==> src/rtl/sign_flow_ctrl_pkg.sv <==
// Shared definitions for the Picnic-on-SM4 signing sequencer (package sign_pkg).
// Holds the scheme sizes, the lc/lp packing width, the FSM state encoding
// and the watchdog limit used when SIGN_FLOW_TIMEOUT_EN is defined.
package sign_pkg;

    // Scheme sizes
    localparam int M       = 8;     // MPC instances, lc values in 0..M-1
    localparam int TAU     = 4;     // opened instances (entries in lc and lp)
    localparam int N       = 16;    // parties per instance, lp values in 0..N-1

    // Per-stage watchdog limit in cycles (only meaningful with the timeout build)
    localparam int TMO_CYC = 4096;
    localparam int TW      = 13;    // watchdog counter width, holds TMO_CYC

    // Digest and challenge packing
    localparam int HW      = 256;           // H1 digest width
    localparam int LW      = 5;             // bits per packed lc/lp entry
    localparam int LCW     = TAU * LW;      // packed lc/lp width
    localparam int CW      = $clog2(M);     // candidate chunk width (phase A)
    localparam int PW      = $clog2(N);     // party nibble width (phase B)
    localparam int IW      = $clog2(TAU);   // slot index width
    localparam int LFW     = $clog2(HW + 1); // remaining-bit counter width

    // Sequencer states; the encoding is exported on the stage debug port
    typedef enum logic [2:0] {
        ST_IDLE   = 3'd0,
        ST_SEED   = 3'd1,
        ST_COMMIT = 3'd2,
        ST_H1     = 3'd3,
        ST_CHAL   = 3'd4,
        ST_PACK   = 3'd5,
        ST_FIN    = 3'd6,
        ST_ERR    = 3'd7
    } state_t;

    // A run is in progress in every state except the idle and terminal ones
    function automatic logic is_busy(input state_t s);
        return !(s inside {ST_IDLE, ST_FIN, ST_ERR});
    endfunction

endpackage

==> src/rtl/sign_flow_ctrl_if.sv <==
// Engine-side bus of the signing sequencer: the four start/end handshakes,
// the H1 digest and the expanded challenge lists consumed by the packer.
// master = sequencer side, slave = engine side.
interface sign_flow_ctrl_if;
    import sign_pkg::*;

    logic           seed_start;
    logic           seed_end;
    logic           commit_start;
    logic           commit_end;
    logic           h1_start;
    logic           h1_end;
    logic [HW-1:0]  h_t;
    logic           pack_start;
    logic           pack_end;
    logic [LCW-1:0] lc;
    logic [LCW-1:0] lp;

    modport master (
        output seed_start, commit_start, h1_start, pack_start, lc, lp,
        input  seed_end, commit_end, h1_end, h_t, pack_end
    );

    modport slave (
        input  seed_start, commit_start, h1_start, pack_start, lc, lp,
        output seed_end, commit_end, h1_end, h_t, pack_end
    );

endinterface

==> src/rtl/sign_flow_ctrl_chal_expand.sv <==
// Challenge expansion: turns the captured H1 digest into the opened-instance
// list lc and the hidden-party list lp, one chunk per cycle, MSB first.
// Phase A draws CW-bit candidates and keeps only values not yet accepted;
// phase B draws one PW-bit party index per accepted slot.
// chal_end is combinational and marks the cycle the last chunk is consumed,
// so the time spent in CHAL equals the number of chunks consumed.
module chal_expand
    import sign_pkg::*;
(
    input  logic           clk,
    input  logic           reset,       // asynchronous, active-low
    input  logic           load,        // capture h_t and restart the expansion
    input  logic [HW-1:0]  h_t,
    input  logic           chal_start,  // level: consume one chunk per cycle
    output logic           chal_end,    // last chunk consumed this cycle
    output logic           exhausted,   // digest ran out before completion
    output logic [LCW-1:0] lc,
    output logic [LCW-1:0] lp
);

    typedef enum logic {PH_INST, PH_PARTY} phase_t;

    logic [HW-1:0]  sh_reg;
    logic [LFW-1:0] left_reg;
    logic [IW-1:0]  idx_reg;
    phase_t         phase_reg;
    logic [LW-1:0]  lc_reg [TAU];
    logic [LW-1:0]  lp_reg [TAU];

    logic [CW-1:0]  cand;
    logic [PW-1:0]  nib;
    logic [TAU-1:0] hit_vec;
    logic           dup;
    logic           short_bits;
    logic           consume;
    logic           last_slot;

    assign cand = sh_reg[HW-1 -: CW];
    assign nib  = sh_reg[HW-1 -: PW];

    // Per-slot duplicate compare (only slots already accepted count) and output packing,
    // entry 0 placed at the MSBs
    genvar gi;
    generate
        for (gi = 0; gi < TAU; gi++) begin : g_slot
            assign hit_vec[gi] = (IW'(gi) < idx_reg) && (lc_reg[gi] == LW'(cand));
            assign lc[(TAU-1-gi)*LW +: LW] = lc_reg[gi];
            assign lp[(TAU-1-gi)*LW +: LW] = lp_reg[gi];
        end
    endgenerate

    assign dup        = |hit_vec;
    assign last_slot  = (idx_reg == IW'(TAU - 1));
    assign short_bits = (phase_reg == PH_INST) ? (left_reg < LFW'(CW)) : (left_reg < LFW'(PW));
    assign consume    = chal_start && !short_bits;
    assign exhausted  = chal_start && short_bits;
    assign chal_end   = consume && (phase_reg == PH_PARTY) && last_slot;

    // Shift register, slot counters and list registers
    always_ff @(posedge clk or negedge reset) begin
        if (!reset) begin
            sh_reg    <= '0;
            left_reg  <= '0;
            idx_reg   <= '0;
            phase_reg <= PH_INST;
            for (int i = 0; i < TAU; i++) begin
                lc_reg[i] <= '0;
                lp_reg[i] <= '0;
            end
        end else if (load) begin
            sh_reg    <= h_t;
            left_reg  <= LFW'(HW);
            idx_reg   <= '0;
            phase_reg <= PH_INST;
            for (int i = 0; i < TAU; i++) begin
                lc_reg[i] <= '0;
                lp_reg[i] <= '0;
            end
        end else if (consume) begin
            if (phase_reg == PH_INST) begin
                sh_reg   <= sh_reg << CW;
                left_reg <= left_reg - LFW'(CW);
                if (!dup) begin
                    lc_reg[idx_reg] <= LW'(cand);
                    if (last_slot) begin
                        idx_reg   <= '0;
                        phase_reg <= PH_PARTY;
                    end else begin
                        idx_reg <= idx_reg + 1'b1;
                    end
                end
            end else begin
                sh_reg          <= sh_reg << PW;
                left_reg        <= left_reg - LFW'(PW);
                lp_reg[idx_reg] <= LW'(nib);
                if (!last_slot) begin
                    idx_reg <= idx_reg + 1'b1;
                end
            end
        end
    end

endmodule

==> src/rtl/sign_flow_ctrl.sv <==
// Top-level sequencer for one Picnic-on-SM4 signing run.
// Walks SEED -> COMMIT -> H1 -> CHAL -> PACK with one engine start active at
// a time, expands the H1 digest via chal_expand, and reports done/err to the host.
// Optional per-stage watchdog: define SIGN_FLOW_TIMEOUT_EN.
module sign_flow_ctrl
    import sign_pkg::*;
(
    input  logic             clk,
    input  logic             reset,       // asynchronous, active-low
    input  logic             sign_start,
    output logic             sign_done,
    output logic             sign_err,
    output logic             busy,
    output logic [2:0]       stage,
    sign_flow_ctrl_if.master eng
);

    state_t state_reg, state_next;
    logic   done_reg, done_next;
    logic   err_reg, err_next;
    logic   seed_start_reg, seed_start_next;
    logic   commit_start_reg, commit_start_next;
    logic   h1_start_reg, h1_start_next;
    logic   pack_start_reg, pack_start_next;
    logic   load_h;
    logic   chal_start;
    logic   chal_end;
    logic   chal_exh;
    logic   tmo_hit;

`ifdef SIGN_FLOW_TIMEOUT_EN
    logic [TW-1:0] tmo_cnt_reg;
    logic          waiting;

    assign waiting = state_reg inside {ST_SEED, ST_COMMIT, ST_H1, ST_PACK};
    // Fires in the cycle whose edge would bring the count to TMO_CYC
    assign tmo_hit = waiting && (tmo_cnt_reg == TW'(TMO_CYC - 1));

    // Stage watchdog: restarts on every state change, counts while waiting on an engine
    always_ff @(posedge clk or negedge reset) begin
        if (!reset) begin
            tmo_cnt_reg <= '0;
        end else if (state_next != state_reg) begin
            tmo_cnt_reg <= '0;
        end else if (waiting) begin
            tmo_cnt_reg <= tmo_cnt_reg + 1'b1;
        end
    end
`else
    assign tmo_hit = 1'b0;
`endif

    assign chal_start = (state_reg == ST_CHAL);

    chal_expand u_chal (
        .clk        (clk),
        .reset      (reset),
        .load       (load_h),
        .h_t        (eng.h_t),
        .chal_start (chal_start),
        .chal_end   (chal_end),
        .exhausted  (chal_exh),
        .lc         (eng.lc),
        .lp         (eng.lp)
    );

    // Next-state and next-output logic; a falling sign_start aborts any active stage
    always_comb begin
        state_next = state_reg;
        done_next  = done_reg;
        err_next   = err_reg;
        load_h     = 1'b0;
        case (state_reg)
            ST_IDLE: begin
                // seed_end still high means the engine has not released the last handshake
                if (sign_start && !done_reg && !err_reg && !eng.seed_end) begin
                    state_next = ST_SEED;
                end
            end
            ST_SEED: begin
                if (!sign_start) begin
                    state_next = ST_IDLE;
                end else if (eng.seed_end) begin
                    state_next = ST_COMMIT;
                end else if (tmo_hit) begin
                    state_next = ST_ERR;
                    err_next   = 1'b1;
                end
            end
            ST_COMMIT: begin
                if (!sign_start) begin
                    state_next = ST_IDLE;
                end else if (eng.commit_end) begin
                    state_next = ST_H1;
                end else if (tmo_hit) begin
                    state_next = ST_ERR;
                    err_next   = 1'b1;
                end
            end
            ST_H1: begin
                if (!sign_start) begin
                    state_next = ST_IDLE;
                end else if (eng.h1_end) begin
                    state_next = ST_CHAL;
                    load_h     = 1'b1;
                end else if (tmo_hit) begin
                    state_next = ST_ERR;
                    err_next   = 1'b1;
                end
            end
            ST_CHAL: begin
                if (!sign_start) begin
                    state_next = ST_IDLE;
                end else if (chal_exh) begin
                    state_next = ST_ERR;
                    err_next   = 1'b1;
                end else if (chal_end) begin
                    state_next = ST_PACK;
                end
            end
            ST_PACK: begin
                if (!sign_start) begin
                    state_next = ST_IDLE;
                end else if (eng.pack_end) begin
                    state_next = ST_FIN;
                    done_next  = 1'b1;
                end else if (tmo_hit) begin
                    state_next = ST_ERR;
                    err_next   = 1'b1;
                end
            end
            ST_FIN: begin
                if (!sign_start) begin
                    state_next = ST_IDLE;
                    done_next  = 1'b0;
                end
            end
            ST_ERR: begin
                if (!sign_start) begin
                    state_next = ST_IDLE;
                    err_next   = 1'b0;
                end
            end
            default: begin
                state_next = ST_IDLE;
            end
        endcase

        // Each start follows its stage, so at most one is ever high
        seed_start_next   = (state_next == ST_SEED);
        commit_start_next = (state_next == ST_COMMIT);
        h1_start_next     = (state_next == ST_H1);
        pack_start_next   = (state_next == ST_PACK);
    end

    // State and registered outputs
    always_ff @(posedge clk or negedge reset) begin
        if (!reset) begin
            state_reg        <= ST_IDLE;
            done_reg         <= 1'b0;
            err_reg          <= 1'b0;
            seed_start_reg   <= 1'b0;
            commit_start_reg <= 1'b0;
            h1_start_reg     <= 1'b0;
            pack_start_reg   <= 1'b0;
        end else begin
            state_reg        <= state_next;
            done_reg         <= done_next;
            err_reg          <= err_next;
            seed_start_reg   <= seed_start_next;
            commit_start_reg <= commit_start_next;
            h1_start_reg     <= h1_start_next;
            pack_start_reg   <= pack_start_next;
        end
    end

    assign eng.seed_start   = seed_start_reg;
    assign eng.commit_start = commit_start_reg;
    assign eng.h1_start     = h1_start_reg;
    assign eng.pack_start   = pack_start_reg;

    assign sign_done = done_reg;
    assign sign_err  = err_reg;
    assign busy      = is_busy(state_reg);
    assign stage     = state_reg;

endmodule
==> src/flat_wrapper.sv <==
// flat-port wrapper written by rule: the top's interface ports become plain ports
module sign_flow_ctrl_flat import sign_pkg::*;
  (clk, reset, sign_start, sign_done, sign_err, busy, stage, eng_seed_start, eng_commit_start, eng_h1_start, eng_pack_start, eng_lc, eng_lp, eng_seed_end, eng_commit_end, eng_h1_end, eng_h_t, eng_pack_end);
  sign_flow_ctrl_if eng_i ();
  input  logic clk;
  input  logic reset;
  input  logic sign_start;
  output logic sign_done;
  output logic sign_err;
  output logic busy;
  output logic [2:0] stage;
  output wire logic [$bits(eng_i.seed_start)-1:0] eng_seed_start;
  output wire logic [$bits(eng_i.commit_start)-1:0] eng_commit_start;
  output wire logic [$bits(eng_i.h1_start)-1:0] eng_h1_start;
  output wire logic [$bits(eng_i.pack_start)-1:0] eng_pack_start;
  output wire logic [$bits(eng_i.lc)-1:0] eng_lc;
  output wire logic [$bits(eng_i.lp)-1:0] eng_lp;
  input wire logic [$bits(eng_i.seed_end)-1:0] eng_seed_end;
  input wire logic [$bits(eng_i.commit_end)-1:0] eng_commit_end;
  input wire logic [$bits(eng_i.h1_end)-1:0] eng_h1_end;
  input wire logic [$bits(eng_i.h_t)-1:0] eng_h_t;
  input wire logic [$bits(eng_i.pack_end)-1:0] eng_pack_end;
  assign eng_seed_start = eng_i.seed_start;
  assign eng_commit_start = eng_i.commit_start;
  assign eng_h1_start = eng_i.h1_start;
  assign eng_pack_start = eng_i.pack_start;
  assign eng_lc = eng_i.lc;
  assign eng_lp = eng_i.lp;
  assign eng_i.seed_end = eng_seed_end;
  assign eng_i.commit_end = eng_commit_end;
  assign eng_i.h1_end = eng_h1_end;
  assign eng_i.h_t = eng_h_t;
  assign eng_i.pack_end = eng_pack_end;
  sign_flow_ctrl u_core (.clk(clk), .reset(reset), .sign_start(sign_start), .sign_done(sign_done), .sign_err(sign_err), .busy(busy), .stage(stage), .eng(eng_i));
endmodule
==> config.mk <==
export PLATFORM = sky130hd
export DESIGN_NAME = sign_flow_ctrl_flat
export DESIGN_NICKNAME = d
export VERILOG_FILES = /design/src/rtl/sign_flow_ctrl_pkg.sv /design/src/rtl/sign_flow_ctrl_if.sv /design/src/rtl/sign_flow_ctrl_chal_expand.sv /design/src/rtl/sign_flow_ctrl.sv /design/src/flat_wrapper.sv
export SDC_FILE = /design/constraint.sdc
export NUM_CORES = 1
export LEC_CHECK = 0
export CAP_MARGIN = 20
export CORE_MARGIN = 1
export CORE_UTILIZATION = 50
export CTS_BUF_LIST = sky130_fd_sc_hd__clkbuf_2 sky130_fd_sc_hd__clkbuf_4 sky130_fd_sc_hd__clkbuf_8
export DETAILED_ROUTE_END_ITERATION = 10
export GPL_ROUTABILITY_DRIVEN = 0
export GPL_TIMING_DRIVEN = 0
export PLACE_DENSITY = 0.73
export SLEW_MARGIN = 20
export SYNTH_ARGS = -nofsm -noshare
export SYNTH_HDL_FRONTEND = slang
export SYNTH_SLANG_ARGS = --single-unit
==> constraint.sdc <==
create_clock -name clk -period 3.9 [get_ports clk]
set_clock_uncertainty 0.05 [all_clocks]
set_input_delay 0.78 -clock clk [delete_from_list [all_inputs] [get_ports clk]]
set_output_delay 0.78 -clock clk [all_outputs]
set_load 0.02 [all_outputs]
; After elaboration in Yosys (flattened, before gate mapping)
; Cells that the tools add are included.
[op_classes]
add_sub_neg = 3
mul = 0
div_mod_pow = 0
magnitude_cmp = 8
n_eq_ne = 26
n_shift = 0
n_mux = 53
bitwise = 1
n_reduce_logical = 30
[ops]
columns = cell, count
row1 = $mux W256, 3
row2 = $mux W20, 7
row3 = $bwmux W20, 2
row4 = $mux W3, 13
row5 = $mux W9, 3
row6 = $pmux W3 S7, 1
row7 = $eq A5 B3 Y1, 4
row8 = $eq A3 B3 Y1 const B, 5
row9 = $mux W1, 14
row10 = $eq A3 B2 Y1 const B, 4
row11 = $logic_and A1 B1 Y1, 12
row12 = $mux W2, 6
row13 = $demux W5 S2, 1
row14 = $ne A2 B2 Y1 const B, 5
row15 = $lt A9 B2 Y1 const B, 1
row16 = $lt A9 B3 Y1 const B, 1
row17 = $sub A9 B2 Y9 const B, 1
row18 = $sub A9 B3 Y9 const B, 1
row19 = $reduce_and A4 Y1, 2
row20 = $reduce_bool A2 Y1, 4
row21 = $eq A3 B1 Y1 const B, 2
row22 = $ne A2 B1 Y1 const B, 3
row23 = $ne A3 B2 Y1 const B, 2
row24 = $reduce_and A3 Y1, 2
row25 = 15 further kinds, 22
[word_totals]
reg_bits = 317
latchBits = 0
ram_bits = 0
mem_bits_ro = 0
input_bits = 263
out_inout_bits = 50
word_cells = 140
n_memories = 0

; Longest topological paths before layout
[logic_depth]
ltp_word = 11
depth_mapped = 10
depth_no_buf = 7

; Modules after synthesis
; A second synthesis with hierarchy kept.
[unflattened]
hier_cells = 1935
area_unflattened_um2 = 16747.3
[by_module_without_submodules]
columns = mod, n_inst, cells_per_inst, area_each_um2, seq_area_each_um2
row1 = chal_expand, 1, 1882, 16261.8, 7407.1
row2 = sign_flow_ctrl, 1, 53, 485.5, 225.2

; Worst setup path after synthesis
; OpenSTA, ideal clock, no wires.
[synth_timing]
path_type = register to register
from = register u_core.state_reg[2] (netlist: u_core.stage[2])
to = register u_core.u_chal.sh_reg[12]
setup_ns = 0.132
t_arrival_ns = 1.996
required_ns = 3.718
setup_slack_ns = 1.722
path_stages_with_launch = 10
n_path_buf = 4
synth_period_minus_slack_ns = 2.178
cell_sequence = dfrtp_1 or3b_1 a31oi_4 nor2_2 buf_2 buf_4 buf_6 buf_4 nand2_1 o21ai_1
[synth_between]
elab_chain_len = 3
word_cells_on_any_way = 6
[synth_lines]
columns = element, line_no
row1 = start: declaration, sign_flow_ctrl.sv:18  ; state_t state_reg, state_next;
row2 = start signal: assignment, sign_flow_ctrl.sv:167  ; state_reg <= state_next;
row3 = $eq A3 B2 Y1 or $eq A3 B3 Y1 (tied branches), "sign_flow_ctrl.sv:73, sign_flow_ctrl.sv:53"
row4 = $mux W1 or $logic_and A1 B1 Y1 (tied branches), "sign_flow_ctrl.sv:73, sign_flow_ctrl_chal_expand.sv:55"
row5 = $mux W256 or $reduce_bool A2 Y1 (tied branches), n/a
row6 = end signal: assignment, sign_flow_ctrl_chal_expand.sv:71  ; sh_reg <= h_t;
row7 = end signal: assignment, sign_flow_ctrl_chal_expand.sv:81  ; sh_reg <= sh_reg << CW;
row8 = end signal: assignment, sign_flow_ctrl_chal_expand.sv:93  ; sh_reg <= sh_reg << PW;
row9 = end: declaration, sign_flow_ctrl_chal_expand.sv:23  ; logic [HW-1:0] sh_reg;
; Parallel ways exist; a longest one is shown, timed or not.
; A chain may end at the register's enable or synchronous reset.

; Final worst setup path
[layout_timing]
from = input port sign_start
to = register u_core.u_chal.sh_reg[254]
[layout_between]
elab_chain_len = 3
word_cells_on_any_way = 4
[layout_lines]
columns = element, line_no
row1 = start: declaration, flat_wrapper.sv:7  ; input logic sign_start;
row2 = $mux W1 *, sign_flow_ctrl.sv:101  ; if (!sign_start) begin
row3 = $mux W1 *, sign_flow_ctrl.sv:73  ; case (state_reg)
row4 = $mux W256 or $reduce_bool A2 Y1 (tied branches), n/a
; Every way passes the cells marked *; elsewhere a longest branch is shown, timed or not.

==> run_results.csv <==
group,metric,value,unit
layout,fin_cells,2785,
sta,setup_viol_count_final,0,
clocking,clk-insertion-delay-late,0.58,ns
synthesis,ys_ff_latch,305,
clocking,cts_tree,"yes",
pwr,vdd_ir_drop_max,0.239,mV
floorplan,die_h,184,µm
synthesis,ys.flop_type,"dfrtp_1",
synthesis,synth_area_leaders,"dfrtp_1, mux2i_1, a21oi_1, nand2_1, nor2_1",
synthesis,yosysWarnings,0,
critical_path,critPathLaunch,"sign_start",
critical_path,crit_type,"in2reg",
pwr,powerDensity,393,mW/mm²
pwr,p_leak,10.4,nW
critical_path,cp.depth,8,
sta,period_share,86.0,%
clocking,clock-sinks,305,
layout,n_fill_cell,2728,
synthesis,netlist_instances,1929,
clocking,cts-htree-levels,2,
layout,fin_util,66.1,%
layout,largest_reg_flops,256,
critical_path,start_kind,"input pin",
place,placed_area,0.0203,mm²
synthesis,yosys.area.top_type,"dfrtp_1",
drt,dr_total_vias,15600,
synthesis,ys_seq_area_share,45.9,%
pwr,p_total,8.46,mW
drt,finalWirelength,51.4,mm
synthesis,syn_area,0.0166,mm²
critical_path,cp.arrival,3.74,ns
clocking,ctsHoldBuffers,0,
clocking,post_cts_resized,0,
drt,avgViaCountPerCell,5.60,
layout,nNetsFinal,2567,
sta,grt_setup_unrepaired,"no",
synthesis,synth_cell_types,53,
global_route,grt_max_degree,86,
place,place_inst,2685,
layout,area_growth,29.5,%
clocking,cts_root_buf,"clkbuf_8",
synthesis,synth-async-reset-ratio,100,%
critical_path,cp_top_family,"buffers and inverters",
clocking,path_clk_slew,0.06,ns
drt,drt_iter0_markers,1146,
clocking,cts_setup_buffers,0,
status,outcome,"finished, final reports clean",
sta,fmax,298,MHz
synthesis,avgSynthCellArea,8.63,µm²
critical_path,r2r_cells,7,
synthesis,yosysMostFrequentCell,"nand2_1",
floorplan,ios,313,
place,dp_hpwl,36.4,mm
sta,period_minus_slack,3.35,ns
critical_path,required,4.29,ns
critical_path,crit_chain,"clkdlybuf4s50_1 -> nand2_1 -> nor3_2 -> clkbuf_1 -> clkbuf_1 -> nor2_1 -> a21oi_1 -> o21ai_0",
sta,tightestPinTransition,1.09,ns
critical_path,r2r_start,"u_core.stage[1]$_DFF_PN0_",
synthesis,ys_top_cells_by_count,"nand2_1, dfrtp_1, nor2_1",
synthesis,synth-edff-count,0,
drt,avgRoutedWirePerCell,18.4,µm
sta,hold_violations,0,
drt,drc,0,
drt,antenna_left,0,
global_route,antenna_found_initial,8,
floorplan,coreArea,0.0326,mm²
clocking,cts_buffers,53,
synthesis,synth_top_area_share,45.9,%
critical_path,path_max_fanout,10,
global_route,overflow,0,
critical_path,critPathMaxStageDelay,0.87,ns
place,place.port_buffers,300,
layout,fin_area,0.0215,mm²
flow_run,cap_violations,0,
global_route,first_global_vias,15400,
sta,final_max_slew_viol_count,0,
critical_path,cp-endpoint,"u_core.u_chal.sh_reg[254]$_DFFE_PN0N_",
critical_path,rrSetupSlack,0.85,ns
layout,drive_gt1_share,6.71,%
floorplan,die_w,184,µm
floorplan,start_util,51.0,%
worst_hold_path,hold_path.class,"in2async",
floorplan,fp-row-count,66,
drt,drt_pass1_iterations,6,
floorplan,die-area,0.0340,mm²
global_route,grt.total_usage,30.0,%
critical_path,path_buf_inv,3,
critical_path,slowest_stage,"clkbuf_1",
global_route,grt_pass1_wl,80.0,mm
clocking,cts_buffer_depth,3,
sta,slew_headroom,27.5,%
critical_path,end_kind,"flop",
critical_path,r2r-end,"u_core.u_chal.sh_reg[254]$_DFFE_PN0N_",
critical_path,critPathMostFrequentCell,"clkbuf_1",
[cells in the final DEF (no fill, tap or decap), types with 8 or more instances in the layout]
master / instances
clkbuf_1: 100
a32o_1: 13
buf_2: 30
clkbuf_4: 17
nor2b_1: 18
o31ai_1: 17
a21oi_1: 234
buf_4: 20
clkdlybuf4s50_1: 299
a211oi_1: 17
dfrtp_1: 305
o211ai_1: 11
clkbuf_8: 75
buf_1: 18
o21ai_1: 70
inv_1: 12
nor2_1: 257
o21ai_0: 164
mux2i_1: 251
nand2_1: 307
or3_1: 8
xnor2_1: 8
conb_1: 12
[per-stage QoR]
| step | hold slack [ns] | TNS (ns) | worst slack (ns) |
|---|---|---|---|
| after floorplan | 0.413 | 0 | 1.72 |
| after global placement | 0.436 | -3531.27 | -11.61 |
| after detailed placement | 0.440 | 0 | 0.106 |
| after CTS | 0.154 | 0 | 0.607 |
| after global routing | 0.171 | 0 | 0.412 |
| final | 0.134 | 0 | 0.548 |
[where the power goes]
part | total, mW | internal, mW | switching [mW] | leakage [nW]
Sequential | 3.76 | 3.49 | 0.277 | 3.95
Combinational | 1.42 | 0.725 | 0.692 | 5.80
Clock | 3.28 | 1.92 | 1.36 | 0.640
[layer usage]
| layer | up-vias | wire length, µm | track usage [%] |
|---|---|---|---|
| met5 | - | 45 | 0 |
| met3 | 125 | 4630 | 8.26 |
| met4 | 8 | 1660 | 10.9 |
| met2 | 633 | 24000 | 49.0 |
| li1 | 7376 | - | - |
| met1 | 7449 | 21000 | 37.9 |
[how the worst min path moves through the flow]
stage                                     startpoint                                    end  slack [ns]  depth (start not counted)
6_report                                       reset   u_core.u_chal.sh_reg[48]$_DFFE_PN0N_        0.13                          1
5_1_grt                                        reset   u_core.u_chal.sh_reg[48]$_DFFE_PN0N_        0.17                          1
4_1_cts                                        reset   u_core.u_chal.sh_reg[48]$_DFFE_PN0N_        0.15                          1
3_5_place_dp        u_core.u_chal.lp[18]$_DFFE_PN0P_       u_core.u_chal.lp[18]$_DFFE_PN0P_        0.44                          1
3_3_place_gp   u_core.u_chal.sh_reg[113]$_DFFE_PN0N_  u_core.u_chal.sh_reg[113]$_DFFE_PN0N_        0.44                          2
2_1_floorplan  u_core.u_chal.sh_reg[107]$_DFFE_PN0N_  u_core.u_chal.sh_reg[107]$_DFFE_PN0N_        0.41                          2
[layout make-up]
class | instances | area, µm² | area share [%]
multi-input cells | 1454 | 8250 | 38.3
plain buffers | 169 | 754 | 3.50
diodes | 4 | 10.0 | 0.0465
well taps | 442 | 553 | 2.57
clock buffers | 92 | 1160 | 5.38
repair buffers | 303 | 3090 | 14.3
flip-flops and latches | 305 | 7630 | 35.4
inverters | 12 | 45.0 | 0.209
clock inverters | 4 | 47.5 | 0.221
[kinds of logic after synthesis]
logic type	synth area share (%)
and+or+nand+nor	15.1
buffers and inverters	4.80
adders and majority gates	0.451
DFF	45.9
muxes	15.1
xor gates and xnor gates	0.737
other	0.0225
AOI/OAI and AO/OA	17.9
Power figures use the tool's default switching activity.
